==> src/rtl/fib_seq_gen_if.sv <==
// Handshake and result bundle for fib_seq_gen.
// Handshake: a request (start with n, seed0, seed1) is taken on a rising clk
// edge where start=1 and ready=1. done_tick pulses for exactly one cycle when
// f/ovf carry the new result. start seen while ready=0 is dropped, not queued.
// state_dbg mirrors the generator's FSM state for observation.
interface fib_seq_gen_if #(
    parameter int W  = 32,
    parameter int IW = 6
);
    logic          start;
    logic [IW-1:0] n;
    logic [W-1:0]  seed0;
    logic [W-1:0]  seed1;
    logic          ready;
    logic          done_tick;
    logic [W-1:0]  f;
    logic          ovf;
    logic [1:0]    state_dbg;

    modport master (
        output start, n, seed0, seed1,
        input  ready, done_tick, f, ovf, state_dbg
    );

    modport slave (
        input  start, n, seed0, seed1,
        output ready, done_tick, f, ovf, state_dbg
    );
endinterface

==> src/rtl/fib_seq_gen.sv <==
// Iterative Fibonacci-type sequence generator with programmable seeds:
// f(0)=seed0, f(1)=seed1, f(k)=f(k-1)+f(k-2), unsigned, W-bit.
// Result f and sticky overflow ovf are registered and held between completions.
// Optional macro FIB_SAT_EN: saturate to 2^W-1 and finish early on the first
// carry-out; without it the arithmetic wraps and ovf only reports the wrap.
module fib_seq_gen #(
    parameter int W  = 32,
    parameter int IW = 6
) (
    input  logic          clk,
    input  logic          rst_n,
    fib_seq_gen_if.slave  bus
);

    typedef enum logic [1:0] {
        IDLE = 2'd0,
        OP   = 2'd1,
        DONE = 2'd2
    } state_t;

    state_t        state, state_nxt;
    logic [W-1:0]  t0, t1, t0_nxt, t1_nxt;
    logic [IW-1:0] n_reg, n_nxt;
    logic [W-1:0]  f_reg, f_nxt;
    logic          ovf_reg, ovf_nxt;
    logic          ovf_int, ovf_int_nxt;
    logic [W:0]    sum;

    // One extra bit catches the carry out of the W-bit addition.
    assign sum = {1'b0, t1} + {1'b0, t0};

    assign bus.ready     = (state == IDLE);
    assign bus.done_tick = (state == DONE);
    assign bus.f         = f_reg;
    assign bus.ovf       = ovf_reg;
    assign bus.state_dbg = state;

    // State register; reset aborts any operation in flight.
    always_ff @(posedge clk or negedge rst_n) begin
        if (!rst_n) state <= IDLE;
        else        state <= state_nxt;
    end

    // Datapath registers: working terms, index counter, held result and flags.
    always_ff @(posedge clk or negedge rst_n) begin
        if (!rst_n) begin
            t0      <= '0;
            t1      <= '0;
            n_reg   <= '0;
            f_reg   <= '0;
            ovf_reg <= 1'b0;
            ovf_int <= 1'b0;
        end else begin
            t0      <= t0_nxt;
            t1      <= t1_nxt;
            n_reg   <= n_nxt;
            f_reg   <= f_nxt;
            ovf_reg <= ovf_nxt;
            ovf_int <= ovf_int_nxt;
        end
    end

    // Next-state and datapath update; f/ovf change only when entering DONE.
    always_comb begin
        state_nxt   = state;
        t0_nxt      = t0;
        t1_nxt      = t1;
        n_nxt       = n_reg;
        f_nxt       = f_reg;
        ovf_nxt     = ovf_reg;
        ovf_int_nxt = ovf_int;
        case (state)
            IDLE: begin
                if (bus.start) begin
                    t0_nxt      = bus.seed0;
                    t1_nxt      = bus.seed1;
                    n_nxt       = bus.n;
                    ovf_int_nxt = 1'b0;
                    state_nxt   = OP;
                end
            end
            OP: begin
                if (n_reg == '0) begin
                    f_nxt     = t0;
                    ovf_nxt   = ovf_int;
                    state_nxt = DONE;
                end else if (n_reg == IW'(1)) begin
                    f_nxt     = t1;
                    ovf_nxt   = ovf_int;
                    state_nxt = DONE;
                end else begin
`ifdef FIB_SAT_EN
                    if (sum[W]) begin
                        // First carry-out: clamp and finish immediately.
                        t1_nxt      = '1;
                        f_nxt       = '1;
                        ovf_nxt     = 1'b1;
                        ovf_int_nxt = 1'b1;
                        state_nxt   = DONE;
                    end else begin
                        t1_nxt = sum[W-1:0];
                        t0_nxt = t1;
                        n_nxt  = n_reg - IW'(1);
                    end
`else
                    t1_nxt = sum[W-1:0];
                    t0_nxt = t1;
                    n_nxt  = n_reg - IW'(1);
                    if (sum[W]) ovf_int_nxt = 1'b1;
`endif
                end
            end
            DONE: begin
                state_nxt = IDLE;
            end
            default: begin
                state_nxt = IDLE;
            end
        endcase
    end

endmodule

==> src/flat_wrapper.sv <==
// flat-port wrapper written by rule: the top's interface ports become plain ports
module fib_seq_gen_flat 
#(
    parameter int W  = 32,
    parameter int IW = 6
)
  (clk, rst_n, bus_start, bus_n, bus_seed0, bus_seed1, bus_ready, bus_done_tick, bus_f, bus_ovf, bus_state_dbg);
  fib_seq_gen_if #(.W(W), .IW(IW)) bus_i ();
  input  logic clk;
  input  logic rst_n;
  input wire logic [$bits(bus_i.start)-1:0] bus_start;
  input wire logic [$bits(bus_i.n)-1:0] bus_n;
  input wire logic [$bits(bus_i.seed0)-1:0] bus_seed0;
  input wire logic [$bits(bus_i.seed1)-1:0] bus_seed1;
  output wire logic [$bits(bus_i.ready)-1:0] bus_ready;
  output wire logic [$bits(bus_i.done_tick)-1:0] bus_done_tick;
  output wire logic [$bits(bus_i.f)-1:0] bus_f;
  output wire logic [$bits(bus_i.ovf)-1:0] bus_ovf;
  output wire logic [$bits(bus_i.state_dbg)-1:0] bus_state_dbg;
  assign bus_i.start = bus_start;
  assign bus_i.n = bus_n;
  assign bus_i.seed0 = bus_seed0;
  assign bus_i.seed1 = bus_seed1;
  assign bus_ready = bus_i.ready;
  assign bus_done_tick = bus_i.done_tick;
  assign bus_f = bus_i.f;
  assign bus_ovf = bus_i.ovf;
  assign bus_state_dbg = bus_i.state_dbg;
  fib_seq_gen #(.W(W), .IW(IW)) u_core (.clk(clk), .rst_n(rst_n), .bus(bus_i));
endmodule
==> config.mk <==
export PLATFORM = sky130hd
export DESIGN_NAME = fib_seq_gen_flat
export DESIGN_NICKNAME = d
export VERILOG_FILES = /design/src/rtl/fib_seq_gen_if.sv /design/src/rtl/fib_seq_gen.sv /design/src/flat_wrapper.sv
export SDC_FILE = /design/constraint.sdc
export NUM_CORES = 1
export LEC_CHECK = 0
export BUFFER_PORTS_ARGS = -buffer_cell sky130_fd_sc_hd__clkbuf_2
export CORE_UTILIZATION = 40
export DETAILED_ROUTE_END_ITERATION = 10
export SYNTH_ARGS = -nofsm -noshare
export SYNTH_HDL_FRONTEND = slang
export SYNTH_SLANG_ARGS = --single-unit
==> constraint.sdc <==
create_clock -name clk -period 2.5 [get_ports clk]
set_clock_uncertainty 0.05 [all_clocks]
set_input_delay 0.375 -clock clk [delete_from_list [all_inputs] [get_ports clk]]
set_output_delay 0.375 -clock clk [all_outputs]
set_load 0.01 [all_outputs]
==> flow_metrics.tcl, run 1 <==
set metrics [dict create \
    grt_pass1_vias 5834 \
    row_count 46 \
    synth_nets 812 \
    syn-cell-area_sq_um 6490 \
    synth_top_cell_by_area "dfrtp_1" \
    synth_cells 704 \
    p_per_area_nw_per_um2 1800 \
    drt-initial-drc-count 542 \
    slowest_stage "dfrtp_1" \
    synth_top_cells_by_area "dfrtp_1, ha_1, a222oi_1" \
    leakagePower_nw 3.86 \
    cts_max_level 3 \
    rsz0062_at_grt "yes" \
    synth_most_common_cell "dfrtp_1" \
    postLayoutCellArea_sq_um 8090 \
    synth_commonest_cells "dfrtp_1, a21oi_1, nor2_1" \
    max_freq_mhz 419 \
    gr-total-overflow 0 \
    die_h_microns 129 \
    io_pins 110 \
    outcome "completed" \
    ys_seq_area_frac 0.408 \
    hold_viol 0 \
    ys_warn_count 0 \
    clk_path_buf_depth 2 \
    crit_arrival_ps 2560 \
    slew_headroom 0.229 \
    power_mw 14.6 \
    die_x_microns 129 \
    cts.sinks 106 \
    cts_tree "built" \
    portBuffers 109 \
    ys_async_sr_fraction 1.00 \
    path_cells "ha_1, a211oi_2, o21ai_2, o2111ai_2, a2111oi_4, nor3_2, xor2_1, o21ai_0" \
    fp.coreArea_sq_um 15900 \
    grt.total_usage 0.232 \
    slew_viol_final 0 \
    vias 5979 \
    p_int_mw 7.79 \
    ctsRootBufferMaster "clkbuf_16" \
    place_area_sq_um 7560 \
    synth_cell_types 57 \
    power_frac_seq 0.238 \
    drc 0 \
    cpPeakStageDelay_ps 410 \
    gp_congestion 0.863 \
    initial_core_util 0.409 \
    grt_pass1_wl_microns 30000 \
    cts_setup_buffers 0 \
    hold_class "in2reg" \
    setup_viol 0 \
    post-dp-hpwl_microns 13700 \
    switching_share 0.465 \
    maxCapViolations 0 \
    vias_per_cell 5.69 \
    vdd_drop_max_mv 0.672 \
    antenna_found_initial 0 \
    area_delta_synth_final_pct 24.5 \
    cp_data_required_time_ps 2680 \
    postRouteAntennaNets 0 \
    end_kind "flip-flop" \
    cpLargestDelayFamily "compound AO/OA/AOI/OAI gates" \
    routed_wirelength_microns 19200 \
    period_minus_slack_ps 2390 \
    pwr-share-clk 0.114 \
    ys_ff_latch 106 \
    p_switching_mw 6.77 \
    fin_crit_sh 0.954 \
    worstMarginPinSlew_ps 1160 \
    worstSetupPathType "reg2reg" \
    n_antenna_cell 0 \
    combPwrFrac 0.648 \
    grt_max_degree 51 \
    synth_top_area_frac 0.408 \
    synth.avg_cell_area_sq_um 9.23 \
    finalSetupTns_ps 0 \
    synth_ff_type "dfrtp_1" \
    nets 938 \
    synth-edff-count 0 \
    cts.clk_slew.worst_paths_ps 70 \
    drt_pass1_iterations 6 \
    numCtsBuffers 9 \
    wl_per_cell_microns 18.3 \
    layout-drive-gt1-share 0.261 \
    crit_path_start_kind "flip-flop" \
    die_area_sq_um 16800 \
    clk_latency_ps 360 \
    crit_fanout 4 \
    cp_num_buf_inv 0 \
]
## power by group through the flow
| stage | registers (mW) | logic [mW] | clock network (mW) |
|---|---|---|---|
| floorplan | 3.41 | 6.07 | 0 |
| global placement | 3.38 | 8.82 | 0 |
| detailed placement | 3.44 | 8.91 | 0 |
| CTS | 3.40 | 9.08 | 1.69 |
| global route | 3.59 | 10.4 | 1.77 |
| finish | 3.47 | 9.43 | 1.66 |
## placed cells by master (no fill, tap or decap), drive strengths merged, types with 7 or more instances in the layout
cell / n
ha: 34
a21oi: 73
xnor2: 14
nand2: 38
xor2: 11
nor2: 58
dfrtp: 106
nand4: 10
nor3: 10
inv: 51
a222oi: 39
nand3: 10
mux2i: 35
a21o: 11
a22oi: 22
o21a: 8
nand2b: 7
o21ai: 54
buf: 49
clkbuf: 118
## through the flow
| stage | hold slack (ps) | utilization | setup WS [ps] | std cells |
|---|---|---|---|---|
| after floorplan | 29.4 | - | 232 | 704 |
| after global placement | 312 | 0.476 | -52.4 | 1032 |
| after detailed placement | 310 | 0.476 | -77.5 | 1032 |
| after CTS | 175 | 0.499 | -16.4 | 1050 |
| after global routing | 179 | 0.509 | -6.72 | 1051 |
| final | 180 | 0.509 | 114 | 1051 |
## final timing paths
kind | depth (start not counted) | to | slack (ps) | from
max | 8 | u_core.t1[23] | 110 | u_core.t1[1]
min | 3 | u_core.n_reg[2] | 180 | bus_n[2]
max reg2reg | 8 | u_core.t1[23] | 110 | u_core.t1[1]
min reg2reg | 1 | u_core.bus.ovf | 470 | u_core.ovf_int
max in group asynchronous | 3 | u_core.bus.f[10] | 1300 | rst_n
min in group asynchronous | 2 | u_core.bus.f[22] | 460 | rst_n
## layout make-up
type	instances	area, sq um
flip-flops and latches	106	2660
inverters	50	188
well taps	216	270
repair buffers	158	968
multi-input cells	505	3660
fillers	1525	7800
clock buffers	10	229
clock inverters	6	114
## metal layers
metal	GRT usage	share of wire
met3	0.0355	0.040
met2	0.371	0.47
met4	0.0677	0.014
met5	0	0
met1	0.324	0.48
## repair_timing
action | 4_1_cts | 5_1_grt
hold buffers | 1 | 0
gates cloned | 1 | 1
pin swaps | 1 | 5
resized for setup | 2 | 33
endpoints found under the setup margin | 4 | 20
hold endpoints to repair | 29 | 0
## kinds of logic (layout without fill, tap and decap cells)
group | count (synthesis) | in the layout | share of synthesized area
compound gates | 250 | 251 | 0.263
flops | 106 | 106 | 0.408
fa+ha+maj | 35 | 35 | 0.0686
mux | 36 | 36 | 0.0557
xor+xnor | 25 | 25 | 0.0337
buf+inv | 95 | 224 | 0.0578
simple gates | 157 | 158 | 0.113
## worst min-delay path, cell delays in order
cell and delay [ps]:
clkbuf_2 70, nand2_1 30, o21ai_0 60
No activity file was read; power rests on OpenSTA's default activity.
==> inputs of run 2 (changes only) <==
--- a/config.mk
+++ b/config.mk
@@ -6,8 +6,12 @@
 export NUM_CORES = 1
 export LEC_CHECK = 0
 export BUFFER_PORTS_ARGS = -buffer_cell sky130_fd_sc_hd__clkbuf_2
+export CELL_PAD_IN_SITES_DETAIL_PLACEMENT = 1
+export CELL_PAD_IN_SITES_GLOBAL_PLACEMENT = 1
+export CORE_ASPECT_RATIO = 0.9
 export CORE_UTILIZATION = 40
 export DETAILED_ROUTE_END_ITERATION = 10
+export PLACE_DENSITY_LB_ADDON = 0.1
 export SYNTH_ARGS = -nofsm -noshare
 export SYNTH_HDL_FRONTEND = slang
 export SYNTH_SLANG_ARGS = --single-unit
==> run 2 against run 1 <==
Net effect: the run now ends with hold timing left; worst setup slack worse by 8.8 ps; core utilization is 0.81 points higher; first-iteration DRC count is 21% lower; hold slack worse by 180 ps; sequential share of layout area hardly changed; fmax is 0.37% lower; highest routed layer unchanged.
==> flow_metrics.tcl, run 2 (synthesized netlist as in run 1, its figures left out) <==
set metrics [dict create \
    grt_pass1_vias 6447 \
    grt_pass1_wl_microns 33800 \
    gp_congestion 0.846 \
    drc 0 \
    register_area_sq_um 2660 \
    antenna_found_initial 0 \
    reg2reg_slack_ps 110 \
    portBuffers 109 \
    die_h_microns 123 \
    cp_data_required_time_ps 2680 \
    area_delta_synth_final_pct 24.7 \
    drt_pass1_iterations 6 \
    routed_wirelength_microns 21200 \
    vias 6124 \
    rsz0062_at_grt "yes" \
    crit_arrival_ps 2580 \
    cts.sinks 106 \
    setup_viol 0 \
    violations "hold timing" \
    clk_latency_ps 370 \
    postRouteAntennaNets 0 \
    final_common_cell "clkbuf_2" \
    fill_cells 1832 \
    dr_wl_met2_microns 10000 \
    cts.clk_slew.worst_paths_ps 80 \
    post-dp-hpwl_microns 15600 \
    worstMarginPinSlew_ps 627 \
    slew_viol_final 0 \
    nets 940 \
    postLayoutCellArea_sq_um 8100 \
    layout-drive-gt1-share 0.268 \
    cts_max_level 3 \
    maxCapViolations 0 \
    fin_crit_sh 0.958 \
    top_layer "met4" \
    clk_path_buf_depth 2 \
    fp.coreArea_sq_um 15700 \
    max_freq_mhz 418 \
    die_area_sq_um 16800 \
    slew_headroom 0.582 \
    final_cells 1039 \
    multiInputGateArea_sq_um 3680 \
    place_area_sq_um 7540 \
    placed_cells 1016 \
    row_count 43 \
    vias_per_cell 5.89 \
    worstSetupPathType "reg2reg" \
    numCtsBuffers 9 \
    hold_viol 1 \
    crit_fanout 5 \
    initial_core_util 0.415 \
    grt_max_degree 107 \
    outcome "finished, violations left" \
    ctsRootBufferMaster "clkbuf_16" \
    fin_hold_ws_ps -1.37 \
    cts_tree "built" \
    gr-total-overflow 0 \
    hold_class "in2async" \
    final_cell_mix "clkbuf_2, dfrtp_1, a21oi_1, nor2_1, inv_1" \
    crit_path_start_kind "flip-flop" \
    die_x_microns 136 \
    period_minus_slack_ps 2390 \
    wl_per_cell_microns 20.4 \
    wl_met1_microns 10000 \
    end_kind "flip-flop" \
    io_pins 110 \
    wl_met3_microns 798 \
    grt.total_usage 0.264 \
    n_antenna_cell 0 \
    drt-initial-drc-count 429 \
]
==> run 2: final timing paths <==
path	start	end	depth (start not counted)
worst max-delay path	u_core.t0[0]	u_core.t1[22]	10
worst min-delay path	rst_n	u_core.n_reg[3]	2
worst max register to register	u_core.t0[0]	u_core.t1[22]	10
worst min register to register	u_core.ovf_int	u_core.bus.ovf	1
max in group asynchronous	rst_n	u_core.t1[4]	2
min in group clk	bus_n[2]	u_core.n_reg[2]	3
==> run 2: final cells by class <==
class / instances / share of cell area
well taps: 202 / 0.0312
inverters: 50 / 0.0232
multi-input cells: 503 / 0.455
flip-flops and latches: 106 / 0.328
repair buffers: 162 / 0.125
clock inverters: 7 / 0.0102
clock buffers: 9 / 0.0278
==> run 2: per-layer routing <==
metal | up-vias | GRT usage
met3 | 26 | 0.0384
met2 | 160 | 0.428
met1 | 3072 | 0.358
met5 | - | 0
met4 | 0 | 0.0917
li1 | 2866 | -
==> run 2: repair_timing <==
item	CTS	global route
resized for setup	4	37
cloned	0	0
buffers inserted	0	7
pin swaps	0	4
hold buffers	0	0
endpoints found under the setup margin	9	22
==> run 2: per-stage QoR <==
step / setup TNS [ps] / setup slack [ps] / hold slack [ps] / util
finish: 0 / 105 / -1.37 / 0.517
global route: -20.0 / -11.3 / 56.0 / 0.517
CTS: 0 / 8.06 / 65.5 / 0.502
detailed placement: -125 / -39.6 / 452 / 0.482
global placement: -24.0 / -24.0 / 452 / 0.482
floorplan: 0 / 232 / 29.4 / -
==> run 2: critical path: stages, from the launching register on <==
cell and delay (ps):
dfrtp_1 390, ha_2 200, inv_1 50, fa_2 360
nor2b_2 140, o31a_1 170, o21ai_2 120, a21o_1 250
and2_1 210, a31oi_1 220, o21ai_1 90
Power of run 2 is not shown: default switching activity piles up to over one toggle a cycle in this logic, so the estimate is an artifact.
==> inputs of run 3 (changes only) <==
--- a/config.mk
+++ b/config.mk
@@ -12,6 +12,7 @@
 export CORE_UTILIZATION = 40
 export DETAILED_ROUTE_END_ITERATION = 10
 export PLACE_DENSITY_LB_ADDON = 0.1
+export REMOVE_ABC_BUFFERS = 1
 export SYNTH_ARGS = -nofsm -noshare
 export SYNTH_HDL_FRONTEND = slang
 export SYNTH_SLANG_ARGS = --single-unit
==> run 3 against run 2 <==
Net effect: critical path depth grew 1; global-route usage rose by 0.14 points; the flow finishes with violations (setup timing); critical path type unchanged; largest cell class unchanged; core utilization grew 0.75 points; critical endpoint is now u_core.t1[28].
==> flow_metrics.tcl, run 3 (synthesized netlist as in run 1, its figures left out) <==
set metrics [dict create \
    cts.sinks 106 \
    grt.total_usage 0.265 \
    reg2reg_from "u_core.t1[0]" \
    leakagePower_nw 3.94 \
    slew_viol_final 0 \
    io_pins 110 \
    gr-total-overflow 0 \
    crit_start "u_core.t1[0]" \
    area_delta_synth_final_pct 26.5 \
    grt_pass1_wl_microns 34100 \
    cts_tree "built" \
    drt-initial-drc-count 443 \
    worstMarginPinSlew_ps 994 \
    maxCapViolations 0 \
    violations "setup timing" \
    clk_path_buf_depth 2 \
    row_count 43 \
    portBuffers 109 \
    final_common_cell "clkbuf_2" \
    cp_data_required_time_ps 2750 \
    vias_per_cell 5.86 \
    die_x_microns 136 \
    post-dp-hpwl_microns 15300 \
    fin_hold_ws_ps 31.1 \
    vias 6163 \
    cts_max_level 3 \
    p_per_area_nw_per_um2 1850 \
    fill_cells 1869 \
    setup_ws_ps -29.7 \
    cts.clk_slew.worst_paths_ps 80 \
    layout-drive-gt1-share 0.282 \
    drc 0 \
    drt_pass1_iterations 5 \
    cts_hold_buf 0 \
    hold_class "in2async" \
    postRouteAntennaNets 0 \
    grt_pass1_vias 6284 \
    setup_viol 1 \
    worstSetupPathType "reg2reg" \
    nets 953 \
    outcome "finished, violations left" \
    crit_path_start_kind "flip-flop" \
    max_freq_mhz 395 \
    fp.coreArea_sq_um 15700 \
    end_kind "flip-flop" \
    routed_wirelength_microns 21500 \
    die_h_microns 123 \
    clk_latency_ps 360 \
    grt_max_degree 107 \
    crit_arrival_ps 2770 \
    final_cell_mix "clkbuf_2, dfrtp_1, a21oi_1, buf_4, nor2_1" \
    hold_viol 0 \
    wl_per_cell_microns 20.4 \
    vdd_drop_max_mv 0.671 \
    fin_crit_sh 1.01 \
    n_antenna_cell 0 \
    period_minus_slack_ps 2530 \
    initial_core_util 0.415 \
    gp_congestion 0.804 \
    numCtsBuffers 9 \
    slew_headroom 0.337 \
    die_area_sq_um 16800 \
    ctsRootBufferMaster "clkbuf_16" \
    power_mw 15.2 \
    crit_fanout 4 \
    antenna_found_initial 0 \
    rsz0062_at_grt "yes" \
]
==> run 3: metrics by stage <==
| stage | utilization | worst slack (ps) | setup TNS (ps) | area (sq um) | cells |
|---|---|---|---|---|---|
| floorplan | - | -2140 | -124120 | 6310 | 659 |
| detailed placement | 0.487 | -144 | -328 | 7620 | 1025 |
| global route | 0.525 | -114 | -465 | 8210 | 1052 |
| finish | 0.525 | -29.7 | -29.7 | 8210 | 1052 |
| global placement | 0.487 | -15.3 | -15.3 | 7620 | 1025 |
| CTS | 0.508 | 1.30 | 0 | 7960 | 1043 |
==> run 3: path summary, 6_finish.rpt <==
kind	slack [ps]	cells after the start	to
max	-30	11	u_core.t1[28]
min	30	2	u_core.bus.f[2]
max reg2reg	-30	11	u_core.t1[28]
min reg2reg	460	1	u_core.bus.ovf
max in group asynchronous	1910	2	u_core.t0[23]
min in group clk	170	3	u_core.n_reg[2]
==> run 3: cell type report <==
class,instances,area (sq um),share of cell area
multi-input combinational,504,3700,0.450
sequential,106,2650,0.323
timing repair buffer,174,1130,0.137
tap,202,253,0.0308
clock buffer,13,250,0.0305
inverter,50,188,0.0228
clock inverter,3,46.3,0.00564
==> run 3: worst max-delay path, stage by stage, from the launching register on <==
cell,delay (ps)
dfrtp_1,380
ha_2,210
inv_2,40
fa_2,380
nor2b_2,140
o31a_1,260
o21ai_4,110
buf_4,150
a21oi_4,170
o21ai_2,90
a2111o_1,400
nand3_1,90
==> run 3: routing by layer <==
metal / vias to the layer above / global-route usage / part of all wire
li1: 2890 / - / -
met1: 3119 / 0.385 / 0.49
met5: - / 0 / 0
met2: 137 / 0.413 / 0.46
met4: 0 / 0.0722 / 0.011
met3: 17 / 0.0330 / 0.040
==> run 3: timing repair <==
action	4_1_cts	5_1_grt
gates resized for setup	6	43
cloned	1	0
endpoints found under the setup margin	13	19
pin swaps	4	16
setup buffers	1	9
==> run 3: where the power goes <==
group | total (mW) | switching [mW] | internal (mW)
Clock | 1.49 | 0.684 | 0.811
Combinational | 10.3 | 5.74 | 4.52
Sequential | 3.48 | 0.795 | 2.69
Total | 15.2 | 7.22 | 8.02
